**config.mk**
```make
export PLATFORM = sky130hd
export DESIGN_NAME = uart2_rx_led_monitor
export DESIGN_NICKNAME = d
export VERILOG_FILES = /design/src/rtl/uart2_rx_led_monitor.sv
export SDC_FILE = /design/constraint.sdc
export NUM_CORES = 1
export LEC_CHECK = 0
export CORE_MARGIN = 10
export CORE_UTILIZATION = 35
export DETAILED_ROUTE_END_ITERATION = 10
export PLACE_DENSITY_LB_ADDON = 0.08
export SLEW_MARGIN = 20
export SYNTH_ARGS = -nofsm -noshare
export SYNTH_HDL_FRONTEND = slang
export SYNTH_SLANG_ARGS = --single-unit
```
**constraint.sdc**
```tcl
create_clock -name CLK -period 4.5 [get_ports CLK]
set_clock_uncertainty 0.2 [all_clocks]
set_input_delay 0.45 -clock CLK [delete_from_list [all_inputs] [get_ports CLK]]
set_output_delay 0.45 -clock CLK [all_outputs]
set_load 0.05 [all_outputs]
```
**src/rtl/uart2_rx_led_monitor.sv**
```systemverilog
// UART2 receive monitor: 2-flop synchronised RXD, 8-N-1 (or 8-E-1) deframing, byte strobe and LED latch.
// Define UART2_RX_PARITY_EN to build the even-parity (8-E-1) variant; default is 8-N-1.
module uart2_rx_led_monitor #(
  parameter int CLK_HZ = 50000000,
  parameter int BAUD   = 115200
) (
  input  logic       CLK,
  input  logic       RSTN,
  input  logic       RXD,
  output logic [7:0] DATA,
  output logic       VALID,
  output logic       FRAME_ERR,
  output logic       PARITY_ERR,
  output logic       BUSY,
  output logic [7:0] LED
);

  localparam int CLKS_PER_BIT = CLK_HZ / BAUD;
  localparam int HALF_BIT     = CLKS_PER_BIT / 2;
  localparam int CNT_W        = $clog2(CLKS_PER_BIT);
  localparam logic [CNT_W-1:0] CNT_LAST = CNT_W'(CLKS_PER_BIT - 1);
  localparam logic [CNT_W-1:0] CNT_HALF = CNT_W'(HALF_BIT);

  typedef enum logic [2:0] {
    S_IDLE,
    S_START,
    S_DATA,
`ifdef UART2_RX_PARITY_EN
    S_PARITY,
`endif
    S_STOP,
    S_WAIT_HIGH
  } state_t;

  state_t           r_state;
  logic [CNT_W-1:0] r_cnt;
  logic [2:0]       r_bit_idx;
  logic [7:0]       r_shift;
  logic [7:0]       r_data;
  logic [7:0]       r_led;
  logic             r_valid;
  logic             r_ferr;
  logic             r_rxd_meta;
  logic             r_rxd_sync;
  logic             w_par_bad;

`ifdef UART2_RX_PARITY_EN
  logic r_par_bad;
  logic r_perr;
  assign w_par_bad  = r_par_bad;
  assign PARITY_ERR = r_perr;
`else
  assign w_par_bad  = 1'b0;
  assign PARITY_ERR = 1'b0;
`endif

  // Line idles high, so the synchroniser resets to 1 to avoid a false start after reset.
  always_ff @(posedge CLK or negedge RSTN) begin
    if (!RSTN) begin
      r_rxd_meta <= 1'b1;
      r_rxd_sync <= 1'b1;
    end else begin
      r_rxd_meta <= RXD;
      r_rxd_sync <= r_rxd_meta;
    end
  end

  always_ff @(posedge CLK or negedge RSTN) begin
    if (!RSTN) begin
      r_state   <= S_IDLE;
      r_cnt     <= '0;
      r_bit_idx <= 3'd0;
      r_shift   <= 8'h00;
      r_data    <= 8'h00;
      r_led     <= 8'h00;
      r_valid   <= 1'b0;
      r_ferr    <= 1'b0;
`ifdef UART2_RX_PARITY_EN
      r_par_bad <= 1'b0;
      r_perr    <= 1'b0;
`endif
    end else begin
      r_valid <= 1'b0;
      r_ferr  <= 1'b0;
`ifdef UART2_RX_PARITY_EN
      r_perr  <= 1'b0;
`endif
      case (r_state)
        S_IDLE: begin
          if (!r_rxd_sync) begin
            r_cnt   <= '0;
            r_state <= S_START;
          end
        end
        S_START: begin
          if (r_cnt == CNT_HALF) begin
            r_cnt     <= '0;
            r_bit_idx <= 3'd0;
            r_state   <= r_rxd_sync ? S_IDLE : S_DATA;
          end else begin
            r_cnt <= r_cnt + 1'b1;
          end
        end
        S_DATA: begin
          if (r_cnt == CNT_LAST) begin
            r_cnt     <= '0;
            r_shift   <= {r_rxd_sync, r_shift[7:1]};
            r_bit_idx <= r_bit_idx + 1'b1;
            if (r_bit_idx == 3'd7) begin
`ifdef UART2_RX_PARITY_EN
              r_state <= S_PARITY;
`else
              r_state <= S_STOP;
`endif
            end
          end else begin
            r_cnt <= r_cnt + 1'b1;
          end
        end
`ifdef UART2_RX_PARITY_EN
        S_PARITY: begin
          if (r_cnt == CNT_LAST) begin
            r_cnt     <= '0;
            r_par_bad <= (r_rxd_sync != ^r_shift);
            r_state   <= S_STOP;
          end else begin
            r_cnt <= r_cnt + 1'b1;
          end
        end
`endif
        S_STOP: begin
          // Leaving at the stop-bit midpoint leaves half a bit to catch a back-to-back start edge.
          if (r_cnt == CNT_LAST) begin
            r_cnt <= '0;
            if (!r_rxd_sync) begin
              r_ferr  <= 1'b1;
              r_state <= S_WAIT_HIGH;
            end else if (w_par_bad) begin
`ifdef UART2_RX_PARITY_EN
              r_perr  <= 1'b1;
`endif
              r_state <= S_IDLE;
            end else begin
              r_data  <= r_shift;
              r_led   <= r_shift;
              r_valid <= 1'b1;
              r_state <= S_IDLE;
            end
          end else begin
            r_cnt <= r_cnt + 1'b1;
          end
        end
        S_WAIT_HIGH: begin
          if (r_rxd_sync) r_state <= S_IDLE;
        end
        default: r_state <= S_IDLE;
      endcase
    end
  end

  assign DATA      = r_data;
  assign LED       = r_led;
  assign VALID     = r_valid;
  assign FRAME_ERR = r_ferr;
  assign BUSY      = (r_state != S_IDLE);

endmodule

```
==> qor.yml, run 1 <==
hold_crit_class: "reg2reg"
cp_num_cells: 2
worst-endpoint-required_ns: 3.85
grt_pass1_wl_um: 5112
period_minus_slack_ns: 2.546
post_cts_resized: 0
r2r.worst_path.cells: 6
outcome: "complete, no violations"
io_buffer_count: 21
slew_headroom_pct: 59.96
dieArea_um2: 8253
detailedRoute.firstIterationViolations: 35
synthToLayoutAreaGrowth_pct: 15.95
max_cap_viol_count: 0
firstDrtPassIters: 4
cell_type_with_the_highest_aggregate_area_in_the_netlist: "sky130_fd_sc_hd__dfrtp_1"
cell_area_after_synthesis_um2: 1757
antenna_found_initial: 0
post-cts-setup-buffers: 0
ant_nets: 0
worst_setup_path_end_kind: "primary output"
synth-seq-area-share_pct: 50.00
finalSetupTns_ns: 0
die_w_um: 90.85
grt.overflow.total: 0
groute.usage.overall_pct: 7.556
fp.coreArea_um2: 4786
worstSetupStartpointType: "flop"
tritoncts: "yes"
clkSlewWorstSetupHoldPaths_ns: 0.07
drt_drc_violations_left: 0
worst_ep_arrival_time_ns: 1.90
yosys.cell_count.top_type: "sky130_fd_sc_hd__dfrtp_1"
finalHoldWorstSlack_ns: 0.1593
layout.cells.non_filler: 228
cts_buffer_depth: 2
synth_warnings: 0
yosys-top-cells-area: "sky130_fd_sc_hd__dfrtp_1 47%, sky130_fd_sc_hd__mux2_4 6.8%, sky130_fd_sc_hd__mux2_2 5.8%"
grt_pass1_vias: 1072
routed_wirelength_um: 3069
grt_setup_unrepaired: "false"
peakVddDrop_v: 0.0001214
synthCells: 146
asyncSetResetFlopFracSynth_pct: 100.0
via_count: 1108
final_nets: 167
synth.distinct_cells: 44
cellPowerDensity_nw_per_um2: 286.0
worstSetupPathType: "reg2out"
largest_stage_delay_worst_path_ns: 0.71
post_route_cells_drive_above_1_share_pct: 24.22
static-leakage-power_nw: 0.9341
synthFlopType: "sky130_fd_sc_hd__dfrtp_1"
placedCellCount: 220
cp.buffers_inverters: 1
syn_nets: 153
n_fill_cell: 451
avgSynthCellArea_um2: 12.03
number_of_flops_mapped_to_enable_cells_by_yosys: 0
boundaryPins: 23
slowest_stage: "sky130_fd_sc_hd__clkdlybuf4s50_1"
cells_along_the_critical_path: "or3_1, clkdlybuf4s50_1"
tritoncts_num_sinks: 35
critical_path_peak_fanout: 12
rows: 25
cts_h_tree_depth: 2
yosys-top-cells-count: "33 x sky130_fd_sc_hd__dfrtp_1, 11 x sky130_fd_sc_hd__buf_4, 9 x sky130_fd_sc_hd__mux2_2, 9 x sky130_fd_sc_hd__nand2_1, 8 x sky130_fd_sc_hd__mux2_4"
fp.dieH_um: 90.85
number_of_buffers_created_by_cts: 5
detailedPlacementHpwl_um: 2156
yosysTopAreaCellShare_pct: 47.01
ys_ff_latch: 35
grt_max_degree: 36
max_slew.worst_pin.slew_ns: 0.5994
fmax_mhz: 392.7
clkLatencyLatePin_ns: 0.29
initial_utilization_pct: 36.71
cts_root_buf: "sky130_fd_sc_hd__clkbuf_8"
report.final.hold_viol_count: 0
wl_per_cell_um: 13.46
hold_depth: 0
routed_via_density: 4.860
finalWeightedCongestion: 0.7655
maxSlewViolCount: 0
timing.final.crit_share_pct: 56.59
crit_family: "buffers and inverters"
antenna-diode-count: 0
holdBufCountCts: 0
setup_viol_count_final: 0
-- worst paths after layout --
path,startpoint,end,slack (ns)
worst max-delay path,r_state[2]$_DFFE_PN0P_,BUSY,1.95
min in group asynchronous,RSTN,LED[0]$_DFFE_PN0P_,0.37
max in group asynchronous,RSTN,r_rxd_meta$_DFF_PN1_,3.39
worst max register to register,r_cnt[1]$_DFFE_PN0P_,LED[7]$_DFFE_PN0P_,2.32
worst min-delay path,r_rxd_meta$_DFF_PN1_,r_rxd_sync$_DFF_PN1_,0.16
worst min register to register,r_rxd_meta$_DFF_PN1_,r_rxd_sync$_DFF_PN1_,0.16
-- cell families (layout without fill, tap and decap cells) --
family          after synthesis  in the layout  share of synthesized area (%)
buf+inv                      17             32                          7.550
compound gates               22             22                          7.836
mux                          21             21                          14.89
fa+ha+maj                     4              4                          2.849
simple gates                 45             45                          16.17
other cells                   1              1                         0.2135
flops                        35             35                          50.00
xor+xnor                      1              1                         0.4987
-- state kept, by name (all words and copies together), names as in the netlist --
name and flops:
r_cnt 9, r_rxd_meta 1, r_state 3, r_shift 8
LED 8, FRAME_ERR 1, r_rxd_sync 1, r_bit_idx 3
VALID 1
-- area by class of cell --
class,instances,area (µm²),area share [%]
clock buffers,7,96.34,4.730
clock inverters,1,7.507,0.3686
inverters,2,7.507,0.3686
multi-input cells,94,745.7,36.61
flip-flops and latches,35,878.3,43.12
well taps,67,83.83,4.115
repair buffers,22,217.7,10.69
-- layer usage --
layer,vias up,track usage [%],wire [µm]
met5,-,0,0
met4,0,3.133,23
met3,2,4.073,236
met2,25,10.76,1374
met1,542,9.219,1435
li1,539,-,-
-- report_power, final --
part / total, mW / internal (mW) / switching, mW
sequential: 0.317 / 0.316 / 0.00111
combinational: 0.0102 / 0.00228 / 0.00796
clock: 0.255 / 0.139 / 0.116
total: 0.583 / 0.458 / 0.125
-- metrics by stage --
step | util [%] | total power, mW | area (µm²) | setup slack [ns]
final | 42.56 | 0.5826 | 2037 | 1.954
after global routing | 42.56 | 0.6041 | 2037 | 1.874
after CTS | 42.56 | 0.5913 | 2037 | 1.947
after detailed placement | 40.39 | 0.3341 | 1933 | 2.276
after global placement | 40.39 | 0.3340 | 1933 | 2.283
after floorplan | - | 0.3256 | 1757 | 2.517
-- placed cells by master, fill, tap and decap left out, drive strengths merged, types with 2 or more instances in the layout --
cell type,Yosys,final
dfrtp,33,33
clkdlybuf4s50,0,21
mux2,17,17
nand2,9,9
nor2,7,7
a21oi,7,7
clkbuf,2,7
o21ai,6,6
nor3,5,5
and3,5,5
nand3,4,4
mux2i,4,4
ha,4,4
inv,2,2
a2111oi,2,2
a22o,2,2
dfstp,2,2
and4bb,2,2
and2,2,2
and4,2,2
Note: power is estimated with default switching activity, not from simulation.
==> run 2, diff against run 1 <==
clock period = 2.31 ns   (was 4.5 ns; I/O delays follow)
==> run 2 against run 1 <==
  * Clock-buffer cell count decreased by 2
  * Sequential share of layout area is 0.96 points lower
  * Die area unchanged
  * Routed wire length rose by 2.2%
  * Non-clock buffer count increased by 2
  * Power rose by 120%
  * Final cell count increased by 0.88%
  * Global-route usage increased by 0.95 points
  * Sequential power increased by 95%
  * Combinational power grew 95%
  * Via count rose by 1.9%
  * Critical path depth is 4 higher
  * Critical endpoint is now LED[1]$_DFFE_PN0P_
  * Largest power group is now the clock network
==> qor.yml, run 2 (synthesis gave the netlist of run 1 again) <==
sequentialPowerShare_pct: 47.8  # -6.6 points
groute.usage.overall_pct: 8.504  # +0.95 points
final_cell_mix: "33 x sky130_fd_sc_hd__dfrtp_1, 20 x sky130_fd_sc_hd__clkdlybuf4s50_1, 9 x sky130_fd_sc_hd__nand2_1, 9 x sky130_fd_sc_hd__mux2_2, 8 x sky130_fd_sc_hd__mux2_4"
cts_root_buf: "sky130_fd_sc_hd__clkbuf_8"
dieArea_um2: 8253  # unchanged
grt_max_degree: 36  # unchanged
power.share.clock_pct: 50.6  # +6.8 points
ant_nets: 0  # unchanged
hold_crit_class: "in2reg"
p_sw_share_pct: 18.66  # -2.8 points
grt_pass1_wl_um: 5699  # +11%
slew_headroom_pct: 66.14  # +6.2 points
max_slew.worst_pin.slew_ns: 0.5061  # -0.09328 ns
antenna-diode-count: 0  # unchanged
worst-endpoint-required_ns: 2.28  # -1.57 ns
holdBufCountCts: 0  # unchanged
tritoncts: "yes"
outcome: "complete, no violations"
max_cap_viol_count: 0  # unchanged
finalWeightedCongestion: 0.7746  # +1.2%
clkLatencyLatePin_ns: 0.29  # about the same
routed_via_density: 4.909  # +1.0%
r2r.worst_path.cells: 6  # unchanged
fp.coreArea_um2: 4786  # unchanged
initial_utilization_pct: 36.71  # unchanged
power_frac_comb_pct: 1.5  # -0.3 points
global_route.usage.met1_pct: 10.17  # +0.95 points
period_minus_slack_ns: 2.153
timing.final.crit_share_pct: 93.22
worstSetupStartpointType: "flop"
report.final.hold_viol_count: 0  # unchanged
number_of_buffers_created_by_cts: 5  # unchanged
largest_register: "r_cnt"
post_route_cells_drive_above_1_share_pct: 25.15  # +0.93 points
cts_buffer_depth: 2  # unchanged
antenna_found_initial: 0  # unchanged
met3_usage_pct: 3.741  # -0.33 points
critical_path_peak_fanout: 9  # -3
tritoncts_num_sinks: 35  # unchanged
grt.overflow.total: 0  # unchanged
detailedPlace.worstSlack_ns: 0.1732  # -2.103 ns
fp.dieH_um: 90.85  # unchanged
static-leakage-power_nw: 0.9554  # +2.3%
busiest_layer: "met2"
die_w_um: 90.85  # unchanged
intPower_mw: 1.051  # +130%
cells_along_the_critical_path: "inv_1, ha_1, and4b_1, and2_4, and4_4, mux2_4"
firstDrtPassIters: 4  # unchanged
hold_depth: 1  # +1
maxSlewViolCount: 0  # unchanged
gr-usage-met2_pct: 12.44  # +1.7 points
worstSetupPathType: "reg2reg"
mostFrequentLayoutCell: "sky130_fd_sc_hd__dfrtp_1"
worst_ep_arrival_time_ns: 2.13  # +0.23 ns
rows: 25  # unchanged
routed_wirelength_um: 3135  # +2.2%
grt_pass1_vias: 1158  # +8.0%
detailedPlacementHpwl_um: 2293  # +6.3%
drt_drc_violations_left: 0  # unchanged
largest_stage_delay_worst_path_ns: 0.40  # -0.31 ns
via_count: 1129  # +1.9%
finalSetupTns_ns: 0  # unchanged
layout_setup_ws_ns: 0.1566  # -1.797 ns
slowest_stage: "sky130_fd_sc_hd__dfrtp_1"
detailedRoute.firstIterationViolations: 40  # +14%
sw_pwr_uw: 240.9  # +93%
flip_flop_count_of_the_largest_register_after_layout: 9  # unchanged
io_buffer_count: 21  # unchanged
peakVddDrop_v: 0.0002092  # +72%
wl_per_cell_um: 13.63  # +1.3%
final_nets: 169  # +1.2%
setup_viol_count_final: 0  # unchanged
fmax_mhz: 464.4
grt_setup_unrepaired: "false"
synthToLayoutAreaGrowth_pct: 18.59
worst_setup_path_end_kind: "flop"
cts_h_tree_depth: 2  # unchanged
boundaryPins: 23  # unchanged
clkSlewWorstSetupHoldPaths_ns: 0.08  # about the same
cellPowerDensity_nw_per_um2: 619.9  # +120%
## run 2: changes by cell type in the layout (fill, tap and decap cells not counted), sizes merged
cell	previous run	this run
buf	1	3
bufinv	0	2
clkbuf	7	5
clkdlybuf4s50	21	20
dlygate4sd2	0	1
## run 2: final cells by class
| cell class | count | area (µm²) |
|---|---|---|
| timing repair buffer | 24 | 231.5 |
| multi-input combinational | 94 | 745.7 |
| tap | 67 | 83.83 |
| sequential | 35 | 878.3 |
| clock inverter | 3 | 67.56 |
| fill | 451 | 2703 |
| clock buffer | 5 | 68.82 |
| inverter | 2 | 7.507 |
## run 2: worst max-delay path, delay by kind of cell, from the launching register on
kind | cells | cell delay, ns
AND/OR/NAND/NOR | 3 | 0.91
flip-flops | 1 | 0.40
multiplexers | 1 | 0.32
adder cells (fa/ha/maj) | 1 | 0.13
buffers and inverters | 1 | 0.08
## run 2: power groups by stage
stage | Clock [mW] | Combinational [mW] | Sequential [mW]
after floorplan | 0 | 0.00543 | 0.629
after global routing | 0.704 | 0.0233 | 0.618
final | 0.654 | 0.0199 | 0.618
after global placement | 0 | 0.0209 | 0.630
after CTS | 0.673 | 0.0213 | 0.618
after detailed placement | 0 | 0.0214 | 0.629
## run 2: final timing paths
kind	start	end	slack, ns
max in group asynchronous	RSTN	r_rxd_meta$_DFF_PN1_	1.43
hold / removal	RXD	r_rxd_meta$_DFF_PN1_	0.13
hold reg to reg	r_rxd_meta$_DFF_PN1_	r_rxd_sync$_DFF_PN1_	0.16
min in group asynchronous	RSTN	r_cnt[7]$_DFFE_PN0P_	0.14
setup / recovery	r_cnt[1]$_DFFE_PN0P_	LED[1]$_DFFE_PN0P_	0.16
setup reg to reg	r_cnt[1]$_DFFE_PN0P_	LED[1]$_DFFE_PN0P_	0.16
## run 2: what timing repair did
| action | in CTS | in global routing |
|---|---|---|
| endpoints found under the setup margin | 1 | 0 |
| resized for setup | 1 | 0 |
| buffers inserted | 0 | 0 |
## run 2: layer usage
layer | share of wire (%) | vias to the layer above | routed length, µm
met1 | 47 | 550 | 1459
met4 | 2.2 | 0 | 70
met5 | 0 | - | 0
met3 | 7.6 | 5 | 238
met2 | 44 | 32 | 1366
li1 | - | 542 | -
## run 2: metrics by stage
step	utilization (%)	cell area [µm²]	std cells	total power, mW	hold WS, ns
floorplan	-	1757	146	0.6343	-0.2646
global placement	40.71	1948	222	0.6504	0.1473
detailed placement	40.71	1948	222	0.6509	0.1476
CTS	43.53	2083	230	1.312	0.1244
global route	43.53	2083	230	1.346	0.1232
finish	43.53	2083	230	1.291	0.1347
==> run 3, diff against run 2 <==
GPL_TIMING_DRIVEN = 0   (was not set)
SETUP_SLACK_MARGIN = 0.3   (was not set)
==> run 3 against run 2 <==
  * Clock power fell by 37%
  * Sequential share of layout area decreased by 4.2 points
  * Core utilization grew 4.9 points
  * Final cell count increased by 9.6%
  * Critical path type unchanged
==> qor.yml, run 3 (synthesis gave the netlist of run 1 again) <==
max_slew.worst_pin.slew_ns: 0.5111  # +0.004974 ns
detailedPlacementHpwl_um: 2366  # +3.2%
groute.usage.overall_pct: 8.567  # +0.063 points
cellPowerDensity_nw_per_um2: 455.9  # -26%
detailedRoute.firstIterationViolations: 45  # +13%
mostFrequentLayoutCell: "sky130_fd_sc_hd__dfrtp_1"
antenna_found_initial: 0  # unchanged
layout_setup_ws_ns: 0.2760  # +0.1194 ns
grt_max_degree: 22  # -39%
critical_path_peak_fanout: 5  # -4
routed_via_density: 4.758  # -3.1%
die_w_um: 90.85  # unchanged
grt_setup_unrepaired: "true"
slowest_stage: "sky130_fd_sc_hd__dfrtp_1"
cts_h_tree_depth: 2  # unchanged
initial_utilization_pct: 36.71  # unchanged
cp.buffers_inverters: 3  # +2
hold_crit_class: "in2reg"
slew_headroom_pct: 65.87  # -0.26 points
tritoncts: "yes"
routed_wirelength_um: 3361  # +7.2%
crit_family: "simple AND/OR/NAND/NOR gates"
grt_pass1_wl_um: 5837  # +2.4%
peakVddDrop_v: 0.0002427  # +16%
finalSetupTns_ns: 0  # unchanged
final_cell_mix: "32 x sky130_fd_sc_hd__dfrtp_1, 18 x sky130_fd_sc_hd__buf_4, 11 x sky130_fd_sc_hd__clkdlybuf4s50_1, 9 x sky130_fd_sc_hd__nand2_1, 9 x sky130_fd_sc_hd__mux2_2"
dieArea_um2: 8253  # unchanged
setup_viol_count_final: 0  # unchanged
final_nets: 191  # +13%
firstDrtPassIters: 4  # unchanged
drt_drc_violations_left: 0  # unchanged
synthToLayoutAreaGrowth_pct: 31.91
post_route_cells_drive_above_1_share_pct: 37.30  # +12 points
ant_nets: 0  # unchanged
timing.final.crit_share_pct: 88.05  # -5.2 points
worst_setup_path_end_kind: "flop"
outcome: "complete, no violations"
detailedPlace.worstSlack_ns: 0.1994  # +0.02628 ns
clkSlewWorstSetupHoldPaths_ns: 0.07  # about the same
tritoncts_num_sinks: 35  # unchanged
largest_stage_delay_worst_path_ns: 0.39  # about the same
grt.overflow.total: 0  # unchanged
worst-endpoint-required_ns: 2.27  # about the same
maxSlewViolCount: 0  # unchanged
antenna-diode-count: 0  # unchanged
wl_per_cell_um: 13.34  # -2.2%
finalWeightedCongestion: 0.7479  # -3.4%
cts_root_buf: "sky130_fd_sc_hd__clkbuf_8"
fmax_mhz: 491.6  # +5.9%
report.final.hold_viol_count: 0  # unchanged
worstSetupStartpointType: "flop"
n_fill_cell: 442  # -2.0%
cts_buffer_depth: 2  # unchanged
number_of_buffers_created_by_cts: 5  # unchanged
clkLatencyLatePin_ns: 0.28  # about the same
worstSetupPathType: "reg2reg"
static-leakage-power_nw: 1.220  # +28%
worst_ep_arrival_time_ns: 1.99  # -0.14 ns
fp.dieH_um: 90.85  # unchanged
fp.coreArea_um2: 4786  # unchanged
grt_pass1_vias: 1222  # +5.5%
boundaryPins: 23  # unchanged
via_count: 1199  # +6.2%
rows: 25  # unchanged
flip_flop_count_of_the_largest_register_after_layout: 9  # unchanged
cells_along_the_critical_path: "inv_2, ha_4, and4b_1, buf_6, and2_4, and4_4, buf_12, mux2_4"
largest_register: "r_cnt"
max_cap_viol_count: 0  # unchanged
io_buffer_count: 21  # unchanged
period_minus_slack_ns: 2.034  # -0.1194 ns
finalHoldWorstSlack_ns: 0.1534  # +0.01866 ns
run 3: routing by layer:
metal | track usage [%] | routed length, µm | vias up
li1 | - | - | 589
met1 | 10.30 | 1568 | 566
met2 | 12.80 | 1467 | 36
met3 | 3.907 | 256 | 8
met4 | 3.786 | 68 | 0
met5 | 0 | 0 | -
run 3: metrics by stage:
stage	area, µm²	std cells	util, %	total power, mW
floorplan	1757	146	-	0.6343
global placement	2051	234	42.85	0.6504
detailed placement	2073	235	43.32	0.6553
CTS	2210	248	46.17	1.079
global route	2317	252	48.42	1.109
finish	2317	252	48.42	1.056
run 3: path summary, 6_finish.rpt:
kind | startpoint | endpoint | slack, ns | cells after the start
max | r_cnt[1]$_DFFE_PN0P_ | LED[1]$_DFFE_PN0P_ | 0.28 | 8
min reg2reg | r_rxd_meta$_DFF_PN1_ | r_rxd_sync$_DFF_PN1_ | 0.16 | 0
max reg2reg | r_cnt[1]$_DFFE_PN0P_ | LED[1]$_DFFE_PN0P_ | 0.28 | 8
max in group asynchronous | RSTN | r_shift[2]$_DFFE_PN0P_ | 1.28 | 3
min in group asynchronous | RSTN | r_cnt[7]$_DFFE_PN0P_ | 0.21 | 2
min | RXD | r_rxd_meta$_DFF_PN1_ | 0.15 | 1
run 3: area by class of cell:
| cell class | count | area, µm² | share of cell area [%] |
|---|---|---|---|
| clock buffers | 7 | 76.32 | 3.294 |
| well taps | 67 | 83.83 | 3.618 |
| plain buffers | 15 | 126.4 | 5.454 |
| flip-flops and latches | 35 | 879.6 | 37.96 |
| repair buffers | 31 | 337.8 | 14.58 |
| inverters | 2 | 7.507 | 0.3240 |
| clock inverters | 1 | 5.005 | 0.2160 |
| multi-input cells | 94 | 800.8 | 34.56 |
run 3: report_power, final:
group / internal, mW / total (mW) / switching (mW)
combinational: 0.00945 / 0.0260 / 0.0166
sequential: 0.616 / 0.618 / 0.00206
clock: 0.211 / 0.412 / 0.201
run 3: timing repair:
item | in CTS | in global routing
pin swaps | 1 | 1
setup endpoints to repair | 9 | 30
buffers inserted | 3 | 4
hold buffers | 1 | 0
hold endpoints to repair | 35 | 0
gates resized for setup | 6 | 22
gates cloned | 1 | 0
